**config.mk**
```make
export PLATFORM = sky130hd
export DESIGN_NAME = regwrite_arbiter
export DESIGN_NICKNAME = d
export VERILOG_FILES = /design/src/rtl/regwrite_arbiter.sv
export SDC_FILE = /design/constraint.sdc
export NUM_CORES = 1
export LEC_CHECK = 0
export CAP_MARGIN = 10
export CORE_UTILIZATION = 45
export CTS_CLUSTER_SIZE = 16
export DETAILED_ROUTE_END_ITERATION = 16
export DONT_BUFFER_PORTS = 1
export HOLD_SLACK_MARGIN = 0.12
export PLACE_DENSITY = 0.6
export SLEW_MARGIN = 10
export SYNTH_ARGS = -nofsm -noshare
export SYNTH_HDL_FRONTEND = slang
export SYNTH_SLANG_ARGS = --single-unit
```
**constraint.sdc**
```tcl
create_clock -name clk -period 1.85 [get_ports clk]
set_clock_uncertainty 0.2 [all_clocks]
set_input_delay 0.37 -clock clk [delete_from_list [all_inputs] [get_ports clk]]
set_output_delay 0.37 -clock clk [all_outputs]
set_load 0.01 [all_outputs]
```
**src/rtl/regwrite_arbiter.sv**
```systemverilog
// regwrite_arbiter: two-requester round-robin arbiter in front of a single
// register-file write port. One accepted write is registered and presented
// on the following cycle; register 31 is accepted but never written.
module regwrite_arbiter #(
    parameter int DATA_W = 64,
    parameter int ADDR_W = 5
) (
    input  logic              clk,
    input  logic              reset,
    input  logic              stall,
    input  logic              valid_a,
    input  logic [ADDR_W-1:0] addr_a,
    input  logic [DATA_W-1:0] data_a,
    output logic              ready_a,
    input  logic              valid_b,
    input  logic [ADDR_W-1:0] addr_b,
    input  logic [DATA_W-1:0] data_b,
    output logic              ready_b,
    output logic              RegWrite,
    output logic [ADDR_W-1:0] WriteRegister,
    output logic [DATA_W-1:0] WriteData,
    output logic [7:0]        conflicts
);

    // Writes to the all-ones index are swallowed: accepted, but no enable.
    localparam logic [ADDR_W-1:0] REG_DISCARD = '1;

    typedef enum logic {
        PRI_A = 1'b0,
        PRI_B = 1'b1
    } pri_t;

    pri_t              pri_p1;
    logic              vld_p1;
    logic [ADDR_W-1:0] wreg_p1;
    logic [DATA_W-1:0] wdata_p1;
    logic [7:0]        conflicts_p1;
    logic              grant_a;
    logic              grant_b;
    logic [ADDR_W-1:0] sel_addr;
    logic [DATA_W-1:0] sel_data;

    // Saturating 8-bit increment: sticks at 255 instead of wrapping.
    function automatic logic [7:0] sat_inc(input logic [7:0] v);
        return (v == 8'hFF) ? v : v + 8'd1;
    endfunction

    // Grant decision: single requester wins outright, contention goes to the pointer.
    always_comb begin
        grant_a = 1'b0;
        grant_b = 1'b0;
        if (!reset && !stall) begin
            if (valid_a && valid_b) begin
                grant_a = (pri_p1 == PRI_A);
                grant_b = (pri_p1 == PRI_B);
            end else begin
                grant_a = valid_a;
                grant_b = valid_b;
            end
        end
    end

    assign ready_a  = grant_a;
    assign ready_b  = grant_b;
    assign sel_addr = grant_b ? addr_b : addr_a;
    assign sel_data = grant_b ? data_b : data_a;

    // ---- stage p0 -> p1: accepted write and arbitration state ----

    // Control: output valid, priority pointer and contention counter.
    always_ff @(posedge clk) begin
        if (reset) begin
            vld_p1       <= 1'b0;
            pri_p1       <= PRI_A;
            conflicts_p1 <= 8'd0;
        end else begin
            vld_p1 <= grant_a || grant_b;
            if (grant_a) begin
                pri_p1 <= PRI_B;
            end else if (grant_b) begin
                pri_p1 <= PRI_A;
            end
            if (valid_a && valid_b && !stall) begin
                conflicts_p1 <= sat_inc(conflicts_p1);
            end
        end
    end

    // Data: capture the granted index/data; hold otherwise (cleared on reset).
    always_ff @(posedge clk) begin
        if (reset) begin
            wreg_p1  <= '0;
            wdata_p1 <= '0;
        end else if (grant_a || grant_b) begin
            wreg_p1  <= sel_addr;
            wdata_p1 <= sel_data;
        end
    end

    // Reset also masks the enable combinationally so a write captured just
    // before reset never reaches the register file.
    assign RegWrite      = vld_p1 && (wreg_p1 != REG_DISCARD) && !reset;
    assign WriteRegister = wreg_p1;
    assign WriteData     = wdata_p1;
    assign conflicts     = conflicts_p1;

endmodule

```
==> summary.md <==
| Metric | Value |
|---|---|
| DIE AREA | 8560 µm² |
| Largest net degree at the start of global routing | 82 |
| DRC viols | 0 |
| P_leak | 0.00150 µW |
| RSZ-0062 raised after global routing | true |
| Register Area | 1590 µm² |
| Total track usage | 20.1% |
| Worst-path maximum fanout | 3 |
| Die Y | 92.5 µm |
| Final wirelength | 8880 µm |
| Area of the multi-input gates | 1900 µm² |
| Ys async rst share | 0% |
| Vias/cell | 5.68 |
| # fillers | 771 |
| DP Area | 3850 µm² |
| Die W | 92.5 µm |
| Least-Margin Pin Slew | 0.383 ns |
| CP startpoint kind | flip-flop |
| CTS hold repair buffers | 3 |
| Syn_area_per_cell | 8.42 µm² |
| Core area | 7810 µm² |
| Final HPWL DP | 6340 µm |
| Final Power | 3570 µW |
| Normalized max-slew margin | 74.2% |
| Syn_nets | 582 |
| # clock sinks | 79 |
| F_max | 556 MHz |
| Initial Util | 47.2% |
| Number of synthesized flops with an enable pin | 0 |
| Worst ir drop on vdd | 449 µV |
| Crit path DAT | 1.23 ns |
| Vias | 3085 |
| Final setup viols | 0 |
| Max Cap Viol | 0 |
| Maximum clock path buffer count | 2 |
| Fin. max-slew vios | 0 |
| 1st-pass router iterations | 4 |
| Sequential share of the synthesized area | 42.9% |
| Final Hold Viols | 76 |
| Layout Nets | 580 |
| CTS Buf Count | 9 |
| Synth warn | 0 |
| Fin crit share | 97.3% |
| Netlist Area Pre-Place | 3690 µm² |
| Post-DRT Antenna Nets | 0 |
| Yosys reg bits | 79 |
| Worst hold path type | primary input to flip-flop |
| Vias in the first global route | 2832 |
| Reg-to-reg startpoint | conflicts[0] |
| Antenna violations before repair | 0 |
| Ys flop type | dfxtp_1 |
| Clock-pin slew on the worst setup and hold paths | 0.08 ns |
| Period minus WS final | 1.80 ns |
| Post-CTS Setup Inserts | 0 |
| CTS root buffer | clkbuf_8 |
| Fin Hold WS | -0.102 ns |
| Layout cells sized above 1 | 17.7% |
| Placement Rows | 32 |
| Skew-Pair Late Insertion Delay | 0.33 ns |
| Worst Path Required | 1.28 ns |
| Post-Syn Instances | 438 |
| Synth unique cells | 34 |
| Number of top-level pins | 223 |
| CTS H-tree lvls | 3 |
| Congestion Overflow GR | 0 |
| CTS tree | yes |
| PD cells | 872 nW/µm² |
| Number of port buffers | 0 |
| N_diodes | 0 |
| Hold path startpoint | reset |
| CP startpoint | WriteRegister[1] |
| Setup TNS | 0 ns |
| First-pass GRT wire length | 13600 µm |
| Post-route cell area | 4100 µm² |
| Routability cong. | 0.762 |
| Area grow syn2layout | 11.2% |
| Status | finished, violations left |
| Failing checks | hold timing |
| 1st-iter DRT viols | 139 |
| Worst setup EP type | primary output |
| Critical path class | flip-flop to primary output |
| WL per Instance | 16.4 µm |
[cell usage in the layout, fill, tap and decap left out, types with 2 or more instances in the layout]
cell,instances
a311oi_1,39
a311oi_2,31
and3_1,2
buf_12,6
buf_4,17
clkbuf_1,2
clkbuf_8,10
clkinv_4,2
dfxtp_1,76
dfxtp_2,3
dlygate4sd3_1,3
nand2_1,141
nor2_1,77
o211ai_1,2
xor2_1,5
[repair_timing]
item / in CTS / in global routing
hold endpoints to repair: 78 / 76
pin swaps: 1 / 0
cloned: 0 / 0
resized for setup: 4 / 3
endpoints found under the setup margin: 2 / 2
[report_power, final]
group	internal (µW)	switching (µW)
Sequential	1800	119
Combinational	168	200
Clock	667	615
Total	2640	934
[cell families after synthesis]
kind of cell	count (synthesis)	share of synthesized area (%)
and+or+nand+nor	232	25.4
DFF	79	42.9
AOI/OAI and AO/OA	77	23.0
buffers and inverters	41	6.28
xor gates and xnor gates	6	1.43
muxes	2	0.577
adders and majority gates	1	0.339
[sequential cells by signal (all words and copies together), names as in the netlist]
signal	flops
conflicts	8
pri_p1	1
WriteData	64
WriteRegister	5
vld_p1	1
[final timing paths]
path / to / slack [ns] / cells past startpoint
max: RegWrite / 0.05 / 3
min: WriteData[20] / -0.10 / 1
max reg2reg: conflicts[7] / 0.12 / 5
min reg2reg: WriteRegister[0] / 0.33 / 2
[final cells by class]
cell class	count	share of cell area, %
well taps	102	3.11
multi-input cells	318	46.2
flip-flops and latches	79	38.7
clock inverters	4	1.34
repair buffers	26	6.78
clock buffers	12	3.54
inverters	2	0.305
[per-layer routing]
layer / routed length (µm) / track usage (%)
met5: 0 / 0
met4: 101 / 7.94
met3: 802 / 6.73
met1: 3510 / 23.0
met2: 4470 / 34.2
[metrics by stage]
| step | cells | util [%] | setup slack [ns] | hold WS [ns] |
|---|---|---|---|---|
| final | 543 | 52.5 | 0.0502 | -0.102 |
| after global routing | 543 | 52.5 | -0.0255 | -0.140 |
| after CTS | 543 | 52.3 | -0.00776 | -0.125 |
| after detailed placement | 524 | 49.3 | 0.140 | 0.248 |
| after global placement | 524 | 49.3 | 0.170 | 0.247 |
| after floorplan | 438 | - | 0.158 | 0.253 |
[worst max-delay path, stage by stage, from the launching register on]
cell and delay (ns):
dfxtp_2 0.35, and3_1 0.19, a311oi_2 0.19, buf_4 0.16
[synth_stat cells (all sizes together), types with 2 or more instances]
cell type | count | share of area, %
a311oi | 70 | 22
clkbuf | 12 | 1.2
nor2 | 78 | 8.4
xor2 | 5 | 1.2
o211ai | 2 | 0.41
buf | 27 | 4.9
nand2b | 2 | 0.34
dfxtp | 79 | 43
nand3 | 2 | 0.61
inv | 2 | 0.20
and3 | 2 | 0.34
nand2 | 141 | 14
(Power assumes the default switching activity.)
